### config.mk
export PLATFORM = sky130hd
export DESIGN_NAME = regfile_scoreboard_flat
export DESIGN_NICKNAME = d
export VERILOG_FILES = /design/src/rtl/regfile_scoreboard_pkg.sv /design/src/rtl/regfile_scoreboard_if.sv /design/src/rtl/regfile_scoreboard_inflight_cnt.sv /design/src/rtl/regfile_scoreboard.sv /design/src/flat_wrapper.sv
export SDC_FILE = /design/constraint.sdc
export NUM_CORES = 2
export LEC_CHECK = 0
export ABC_CLOCK_PERIOD_IN_PS = 4600
export CAP_MARGIN = 30
export CELL_PAD_IN_SITES_DETAIL_PLACEMENT = 1
export CELL_PAD_IN_SITES_GLOBAL_PLACEMENT = 1
export CORE_MARGIN = 2
export CORE_UTILIZATION = 53
export DETAILED_ROUTE_END_ITERATION = 7
export GPL_TIMING_DRIVEN = 0
export PLACE_DENSITY_LB_ADDON = 0.1
export SETUP_SLACK_MARGIN = 0.3
export SKIP_LAST_GASP = 1
export SLEW_MARGIN = 30
export SYNTH_ARGS = -nofsm -noshare
export SYNTH_HDL_FRONTEND = slang
export SYNTH_SLANG_ARGS = --single-unit
### constraint.sdc
create_clock -name CLK -period 4.6 [get_ports CLK]
set_input_delay 0.92 -clock CLK [delete_from_list [all_inputs] [get_ports CLK]]
set_output_delay 0.92 -clock CLK [all_outputs]
set_load 0.03 [all_outputs]
### src/rtl/regfile_scoreboard_pkg.sv
// Shared definitions for the decode-stage register file and its in-flight write scoreboard.
package regfile_scoreboard_pkg;

    localparam int R_ZERO = 0;
    localparam int R_RA   = 31;

    function automatic int addr_width(input int nregs);
        return (nregs < 2) ? 1 : $clog2(nregs);
    endfunction

endpackage

### src/rtl/regfile_scoreboard_if.sv
// Read ports, issue and writeback signals between ID (master) and the register file (slave).
interface regfile_scoreboard_if
    import regfile_scoreboard_pkg::*;
#(
    parameter int XLEN  = 32,
    parameter int NREGS = 32,
    parameter int NREAD = 2
);
    localparam int AW = addr_width(NREGS);

    logic [NREAD*AW-1:0]   rd_addr;
    logic [NREAD*XLEN-1:0] rd_data;
    logic [NREAD-1:0]      rd_busy;
    logic                  issue_valid;
    logic [AW-1:0]         issue_dest;
    logic                  issue_ready;
    logic                  wb_valid;
    logic [AW-1:0]         wb_dest;
    logic [XLEN-1:0]       wb_data;
    logic                  flush;

    modport master (
        output rd_addr, issue_valid, issue_dest, wb_valid, wb_dest, wb_data, flush,
        input  rd_data, rd_busy, issue_ready
    );

    modport slave (
        input  rd_addr, issue_valid, issue_dest, wb_valid, wb_dest, wb_data, flush,
        output rd_data, rd_busy, issue_ready
    );

endinterface

### src/rtl/regfile_scoreboard_inflight_cnt.sv
// One register's count of issued-but-not-written-back results; saturates at both ends.
module rf_inflight_cnt #(
    parameter int CNTW = 2
) (
    input  logic            CLK,
    input  logic            RESET,
    input  logic            clr_i,
    input  logic            inc_i,
    input  logic            dec_i,
    output logic [CNTW-1:0] cnt_o
);

    logic [CNTW-1:0] cnt_q;
    logic [CNTW-1:0] cnt_d;

    // Next count: clear wins, a simultaneous inc and dec cancel out.
    always_comb begin
        cnt_d = cnt_q;
        if (clr_i) begin
            cnt_d = {CNTW{1'b0}};
        end else if (inc_i && !dec_i && (cnt_q != {CNTW{1'b1}})) begin
            cnt_d = cnt_q + CNTW'(1);
        end else if (dec_i && !inc_i && (cnt_q != {CNTW{1'b0}})) begin
            cnt_d = cnt_q - CNTW'(1);
        end else begin
            cnt_d = cnt_q;
        end
    end

    // Count register.
    always_ff @(posedge CLK or negedge RESET) begin
        if (!RESET) begin
            cnt_q <= {CNTW{1'b0}};
        end else begin
            cnt_q <= cnt_d;
        end
    end

    assign cnt_o = cnt_q;

endmodule

### src/rtl/regfile_scoreboard.sv
// Register file with write-first bypass and a per-register in-flight write scoreboard for RAW stalls.
module regfile_scoreboard
    import regfile_scoreboard_pkg::*;
#(
    parameter int XLEN  = 32,
    parameter int NREGS = 32,
    parameter int NREAD = 2,
    parameter int CNTW  = 2
) (
    input  logic                 CLK,
    input  logic                 RESET,
    regfile_scoreboard_if.slave  sb_if
);

    localparam int              AW       = addr_width(NREGS);
    localparam logic [CNTW-1:0] CNT_MAX  = {CNTW{1'b1}};
    localparam logic [CNTW-1:0] CNT_ONE  = CNTW'(1);
    localparam logic [CNTW-1:0] CNT_ZERO = {CNTW{1'b0}};
    localparam logic [AW-1:0]   ADDR_R0  = AW'(R_ZERO);

    logic [XLEN-1:0]       regs_q [NREGS];
    logic [CNTW-1:0]       cnt_s  [NREGS];
    logic                  wb_en_s;
    logic                  issue_wb_hit_s;
    logic                  issue_ready_s;
    logic [AW-1:0]         addr_s;
    logic                  hit_s;
    logic [NREAD*XLEN-1:0] rd_data_s;
    logic [NREAD-1:0]      rd_busy_s;

    assign wb_en_s        = sb_if.wb_valid && (sb_if.wb_dest != ADDR_R0);
    assign issue_wb_hit_s = sb_if.wb_valid && (sb_if.wb_dest == sb_if.issue_dest);
    // A writeback retiring the same register frees a slot for this cycle's issue.
    assign issue_ready_s  = !((cnt_s[sb_if.issue_dest] == CNT_MAX) && !issue_wb_hit_s);

    // Architectural register storage; r0 is never written.
    always_ff @(posedge CLK or negedge RESET) begin
        if (!RESET) begin
            for (int r = 0; r < NREGS; r++) begin
                regs_q[r] <= {XLEN{1'b0}};
            end
        end else if (wb_en_s) begin
            regs_q[sb_if.wb_dest] <= sb_if.wb_data;
        end
    end

    assign cnt_s[0] = CNT_ZERO;

    generate
        for (genvar r = 1; r < NREGS; r++) begin : g_cnt
            logic inc_s;
            logic dec_s;
            assign inc_s = sb_if.issue_valid && issue_ready_s && (sb_if.issue_dest == AW'(r));
            assign dec_s = wb_en_s && (sb_if.wb_dest == AW'(r));
            rf_inflight_cnt #(.CNTW(CNTW)) u_cnt (
                .CLK   (CLK),
                .RESET (RESET),
                .clr_i (sb_if.flush),
                .inc_i (inc_s),
                .dec_i (dec_s),
                .cnt_o (cnt_s[r])
            );
        end
    endgenerate

    // Read muxes with bypass; bypass is suppressed while in reset so outputs read zero.
    always_comb begin
        rd_data_s = {(NREAD*XLEN){1'b0}};
        rd_busy_s = {NREAD{1'b0}};
        addr_s    = ADDR_R0;
        hit_s     = 1'b0;
        for (int i = 0; i < NREAD; i++) begin
            addr_s = sb_if.rd_addr[i*AW +: AW];
            hit_s  = RESET && sb_if.wb_valid && (sb_if.wb_dest == addr_s);
            if (addr_s == ADDR_R0) begin
                rd_data_s[i*XLEN +: XLEN] = {XLEN{1'b0}};
                rd_busy_s[i]              = 1'b0;
            end else if (hit_s) begin
                rd_data_s[i*XLEN +: XLEN] = sb_if.wb_data;
                rd_busy_s[i]              = (cnt_s[addr_s] > CNT_ONE);
            end else begin
                rd_data_s[i*XLEN +: XLEN] = regs_q[addr_s];
                rd_busy_s[i]              = (cnt_s[addr_s] != CNT_ZERO);
            end
        end
    end

    assign sb_if.rd_data     = rd_data_s;
    assign sb_if.rd_busy     = rd_busy_s;
    assign sb_if.issue_ready = issue_ready_s;

endmodule
### src/flat_wrapper.sv
// flat-port wrapper written by rule: the top's interface ports become plain ports
module regfile_scoreboard_flat import regfile_scoreboard_pkg::*;
#(
    parameter int XLEN  = 32,
    parameter int NREGS = 32,
    parameter int NREAD = 2,
    parameter int CNTW  = 2
)
  (CLK, RESET, sb_if_rd_addr, sb_if_issue_valid, sb_if_issue_dest, sb_if_wb_valid, sb_if_wb_dest, sb_if_wb_data, sb_if_flush, sb_if_rd_data, sb_if_rd_busy, sb_if_issue_ready);
  regfile_scoreboard_if #(.XLEN(XLEN), .NREGS(NREGS), .NREAD(NREAD)) sb_if_i ();
  input  logic CLK;
  input  logic RESET;
  input wire logic [$bits(sb_if_i.rd_addr)-1:0] sb_if_rd_addr;
  input wire logic [$bits(sb_if_i.issue_valid)-1:0] sb_if_issue_valid;
  input wire logic [$bits(sb_if_i.issue_dest)-1:0] sb_if_issue_dest;
  input wire logic [$bits(sb_if_i.wb_valid)-1:0] sb_if_wb_valid;
  input wire logic [$bits(sb_if_i.wb_dest)-1:0] sb_if_wb_dest;
  input wire logic [$bits(sb_if_i.wb_data)-1:0] sb_if_wb_data;
  input wire logic [$bits(sb_if_i.flush)-1:0] sb_if_flush;
  output wire logic [$bits(sb_if_i.rd_data)-1:0] sb_if_rd_data;
  output wire logic [$bits(sb_if_i.rd_busy)-1:0] sb_if_rd_busy;
  output wire logic [$bits(sb_if_i.issue_ready)-1:0] sb_if_issue_ready;
  assign sb_if_i.rd_addr = sb_if_rd_addr;
  assign sb_if_i.issue_valid = sb_if_issue_valid;
  assign sb_if_i.issue_dest = sb_if_issue_dest;
  assign sb_if_i.wb_valid = sb_if_wb_valid;
  assign sb_if_i.wb_dest = sb_if_wb_dest;
  assign sb_if_i.wb_data = sb_if_wb_data;
  assign sb_if_i.flush = sb_if_flush;
  assign sb_if_rd_data = sb_if_i.rd_data;
  assign sb_if_rd_busy = sb_if_i.rd_busy;
  assign sb_if_issue_ready = sb_if_i.issue_ready;
  regfile_scoreboard #(.XLEN(XLEN), .NREGS(NREGS), .NREAD(NREAD), .CNTW(CNTW)) u_core (.CLK(CLK), .RESET(RESET), .sb_if(sb_if_i));
endmodule
**Word-level counts from Yosys, hierarchy flattened**

Cells that the tools add are included.

- $add $sub $neg: 62
- Multipliers: 0
- Div/mod/pow operators: 0
- Order comparisons: 7
- Eq/ne operators: 97
- Shift-type cells: 0
- Multiplexer cells: 119
- Bitwise logic cells: 4
- Reductions and logical operators: 325

Operators by type and width:

| operator | count |
|---|---|
| $bwmux 1024 | 1 |
| $bmux 32 s5 | 2 |
| $mux 32 | 9 |
| $mux 2 | 99 |
| $logic_and 1x1->1 | 194 |
| $demux 32 s5 | 1 |
| $eq 5x5->1 const B | 32 |
| $reduce_bool 3->1 | 31 |
| $eq 5x4->1 const B | 16 |
| $reduce_bool 2->1 | 33 |
| $logic_not 1->1 | 64 |
| $add 2x1->2 const B | 31 |
| $ne 2x2->1 const B | 31 |
| $sub 2x1->2 const B | 31 |
| $eq 5x3->1 const B | 8 |
| $bmux 2 s5 | 3 |
| $ge 6x6->1 const B | 4 |
| $not 5->6 | 4 |
| $eq 5x2->1 const B | 4 |
| $eq 5x5->1 | 3 |
| $eq 5x1->1 const B | 2 |
| $logic_not 5->1 | 2 |
| $lt 6x1->1 const B | 1 |
| $reduce_bool 5->1 | 1 |
| other kinds (3) | 7 |

- Register bits after elaboration: 1086
- Bits in latches: 0
- RAM bits: 0
- Memory bits (read-only): 0
- Input port bits: 57
- Memories: 0

**Longest topological paths before layout**

- Depth in word-level cells: 15
- Mapped depth: 11

**By module**

A second synthesis with hierarchy kept.

- Cells, all modules: 4934
- Area, all modules: 60798.3 µm²

By module, submodules not included:

| module | times used | cells each | area each (µm²) |
|---|---|---|---|
| regfile_scoreboard | 1 | 4562 | 57081.0 |
| rf_inflight_cnt at u_core.g_cnt[10].u_cnt ... | 30 | 12 | 120.1 |
| rf_inflight_cnt at u_core.g_cnt[7].u_cnt | 1 | 12 | 113.9 |

**Worst setup path before layout**

No wires, ideal clock.

- Kind: input port to output port
- From: in sb_if_rd_addr[5]
- To: out sb_if_rd_data[46]
- Arrival time: 3211 ps
- Slack: 469 ps
- Cell stages on the path: 10
- Cell sequence: clkbuf_1 -> buf_2 -> buf_2 -> xor2_1 -> nor4_1 -> nand4_1 -> buf_2 -> clkbuf_1 -> nor2_1 -> a211oi_1

- Cells in the longest elaborated chain, start to end: 6
- Elaborated cells on any way between the ends: 9
- Those cells by class: 1 x eq/ne; 5 x mux; 1 x bitwise; 2 x reduce/logical

Ends and longest elaborated chain:

| element | RTL line | RTL |
|---|---|---|
| from (decl) | flat_wrapper.sv:13 | `input wire logic [$bits(sb_if_i.rd_addr)-1:0] sb_if_rd_addr;` |
| $not 5->6 (implied by the code) | regfile_scoreboard.sv:82 | `rd_data_s[i*XLEN +: XLEN] = regs_q[addr_s];` |
| $bmux 32 s5 | regfile_scoreboard.sv:82 |  |
| $mux 32 (implied by the code) (2 in series) | regfile_scoreboard.sv:82 |  |
| $mux 32 | regfile_scoreboard.sv:78 | `end else if (hit_s) begin` |
| $mux 32 * | regfile_scoreboard.sv:75 | `if (addr_s == ADDR_R0) begin` |
| to (decl) | flat_wrapper.sv:20 | `output wire logic [$bits(sb_if_i.rd_data)-1:0] sb_if_rd_data;` |

Mark *: on every way between the ends. The rest lies on a longest branch, timed or not. The select of a mux whose other input is x is not followed.

**Final worst setup path**

- From: in sb_if_rd_addr[3]
- To: out sb_if_rd_data[30]

The elaborated chain is that of the path after synthesis.

==> impl_metrics.toml <==
[outcome]
status = "completed"

[finish]
area_growth_syn_to_layout_pct = 17.50
layout-drive-gt1-share = 0.3972
nets = 5008
final_area_um2 = 70460

[route]
drt-pass1-iter-count = 6
route.detailed.drc = 0
ant_nets = 0
wl_mm = 272.4
vias = 48180
drtIter0Drc = 6425
wl_per_cell_um = 41.51
viasPerCell = 7.344

[synthesis]
synth-seq-area-share = 0.4532
synth_area_per_cell_um2 = 12.91
ys_ff_latch = 1086
syn_inst = 4645
yosysTopAreaCell = "dfrtp_1"
synth_edf_count = 0
ys_warn_count = 0
yosys.cell_types.count = 58
synthesis.area_um2 = 59960
postSynthNetCount = 4702
synth_top_area_frac = 0.4532
ys.flop_type = "dfrtp_1"
async_flop_share = 1.000
synth_area_leaders = "dfrtp_1 (45%), mux4_2 (25%), mux2_2 (12%), nand2_1 (6.9%), clkbuf_1 (2.3%)"

[clock_network]
cts_tree = "built"
cts_max_path_buffers = 3
hold_buffers = 0
root_buffer = "clkbuf_16"
cts_made_buffers = 120
insertion_delay_ns = 0.78
clock_sinks = 1086
htree_levels = 3
path_clk_slew_ns = 0.06

[critical_path]
crit_path_end_kind = "output port"
critPathMaxFanout = 10
worst_ep_required_time_ns = 3.68
cp.arrival_ns = 3.45
reg2reg_slack_ns = 1.56
rr_worst_depth = 9
critPathLaunchType = "primary input"
crit_type = "primary input to output port"

[job]
maxCapViolations = 0

[sta]
clock_skew_ns = 0.04508
period_share = 0.9505
rsz0062_at_grt = "yes"
final_max_slew_viol_count = 0
tightest_slew_ns = 1.247
hold_viol = 0
period_needed_ns = 4.372
relSlewSlack = 0.1655
fmax_ghz = 0.2287
setup_viol = 0
worst_slack_ns = 0.2276

[floorplanning]
die_height_um = 340.4
num_io_pins = 124
rows = 123
dieArea_um2 = 115800
fp.coreArea_um2 = 112300
die_width_um = 340.4
start_util = 0.5337

[power]
vdd_drop_max_mv = 0.3834
power.leakage_nw = 31.28
p_per_area_nw_per_um2 = 432.2

[global_routing]
grt_pass1_wl_mm = 383.2
grt.total_usage = 0.4759
antenna_found_initial = 10
first_global_vias = 50530
grt_max_degree = 124
grt-ovfl-total = 0

[min_path]
worstHoldPathType = "primary input to async pin"

[placed_design]
gp_congestion = 0.9663
hpwl_mm = 185.0
io_buffers = 110
dpl_worst_slack_ns = -1.809
placed_area_um2 = 64490
## layout by cell type, fill, tap and decap left out, types with 32 or more instances in the layout
| cell | Yosys | final |
|---|---|---|
| a211oi_1 | 80 | 44 |
| a21oi_1 | 54 | 52 |
| buf_12 | 0 | 32 |
| buf_16 | 0 | 43 |
| buf_2 | 85 | 71 |
| buf_4 | 3 | 44 |
| clkbuf_1 | 364 | 250 |
| clkbuf_16 | 0 | 126 |
| clkbuf_2 | 0 | 62 |
| clkbuf_4 | 0 | 37 |
| clkbuf_8 | 0 | 64 |
| clkdlybuf4s50_1 | 0 | 38 |
| dfrtp_1 | 1086 | 1086 |
| mux2_2 | 649 | 649 |
| mux2i_1 | 70 | 57 |
| mux4_2 | 677 | 677 |
| nand2_1 | 1110 | 1110 |
| nor2_1 | 122 | 113 |
| o21ai_0 | 45 | 44 |
## state kept, by name, indices dropped and copies added, names as in the netlist
| signal | count |
|---|---|
| u_core.g_cnt.u_cnt.cnt_o | 62 |
| u_core.regs_q | 1024 |
## worst max-delay path: stages
cell and delay [ns]:
clkdlybuf4s50_1 0.53, xor2_1 0.21, nor4_1 0.32, nand4_1 0.27, buf_8 0.28, clkbuf_16 0.25, a211oi_4 0.44, buf_6 0.20
## power breakdown
group | internal (W) | total [W] | switching [W]
Combinational | 0.00371 | 0.00714 | 0.00343
Sequential | 0.0112 | 0.0127 | 0.00148
Clock | 0.00619 | 0.0106 | 0.00440
Total | 0.0211 | 0.0304 | 0.00931
## kinds of logic (layout without fill, tap and decap cells)
logic type,after synthesis,count (layout),synth area share
and+or+nand+nor,1399,1399,0.09440
muxes,1397,1397,0.3881
DFF,1086,1086,0.4532
buffers and inverters,486,891,0.03263
AOI/OAI and AO/OA,256,256,0.02861
xor gates and xnor gates,21,21,0.003067
other,0,11,0
## per-layer routing
layer  global-route usage  up-vias  routed length, um
li1                     -    17700                  -
met3               0.2141     1298              37200
met5             0.005719        -                165
met4               0.3661       12              25660
met1               0.5670    25330              91870
met2               0.6745     3847             117500
## cell type report
type | count | area, um2
multi-input combinational | 3073 | 31340
sequential | 1086 | 27180
clock inverter | 45 | 674.4
antenna | 11 | 27.53
tap | 1500 | 1877
clock buffer | 176 | 3535
buffer | 481 | 3401
fill | 10670 | 41890
inverter | 5 | 18.77
timing repair buffer | 184 | 2411
## metrics by stage
| step | util | cells | TNS [ns] | total power (W) | hold WS [ns] |
|---|---|---|---|---|---|
| floorplan | - | 4645 | 0 | 0.01673 | 0.4413 |
| global placement | 0.5603 | 6255 | - | 0.01890 | 0.4530 |
| detailed placement | 0.5740 | 6313 | -85.99 | 0.01938 | 0.4656 |
| CTS | 0.6263 | 6547 | 0 | 0.03002 | 0.06689 |
| global route | 0.6270 | 6552 | 0 | 0.03115 | 0.06075 |
| finish | 0.6272 | 6561 | 0 | 0.03045 | 0.03975 |
## worst paths after layout
check | startpoint | end
min reg2reg | u_core.regs_q[1007]$_DFFE_PN0P_ | u_core.regs_q[1007]$_DFFE_PN0P_
max reg2reg | u_core.g_cnt[12].u_cnt.cnt_o[0]$_DFFE_PN0P_ | u_core.g_cnt[5].u_cnt.cnt_o[1]$_DFFE_PN0P_
max in group asynchronous | RESET | u_core.regs_q[231]$_DFFE_PN0P_
min | RESET | u_core.regs_q[508]$_DFFE_PN0P_
min in group CLK | u_core.regs_q[1007]$_DFFE_PN0P_ | u_core.regs_q[1007]$_DFFE_PN0P_
max | sb_if_rd_addr[3] | sb_if_rd_data[30]
## Yosys cell counts (8+ instances only)
library cell / instances
mux4_2: 677
mux2i_1: 70
nand2_1: 1110
buf_2: 85
a21oi_1: 54
o21ai_0: 45
and3_1: 8
xnor2_1: 9
a21o_1: 8
nand4_1: 11
and2_1: 18
a31oi_1: 8
a311oi_1: 8
nand3_1: 19
nor2b_1: 21
buf_1: 27
nor4_1: 11
nor3_1: 22
nor2_1: 122
clkbuf_1: 364
xor2_1: 12
o2111ai_1: 10
nand2b_1: 16
a211oi_1: 80
dfrtp_1: 1086
mux2_2: 649
or2_2: 17
## repair_timing
action	4_1_cts	5_1_grt
endpoints found under the setup margin	67	56
pin swaps	7	8
cloned	2	0
buffers inserted	11	0
resized for setup	746	69
Power figures use the tool's default switching activity.
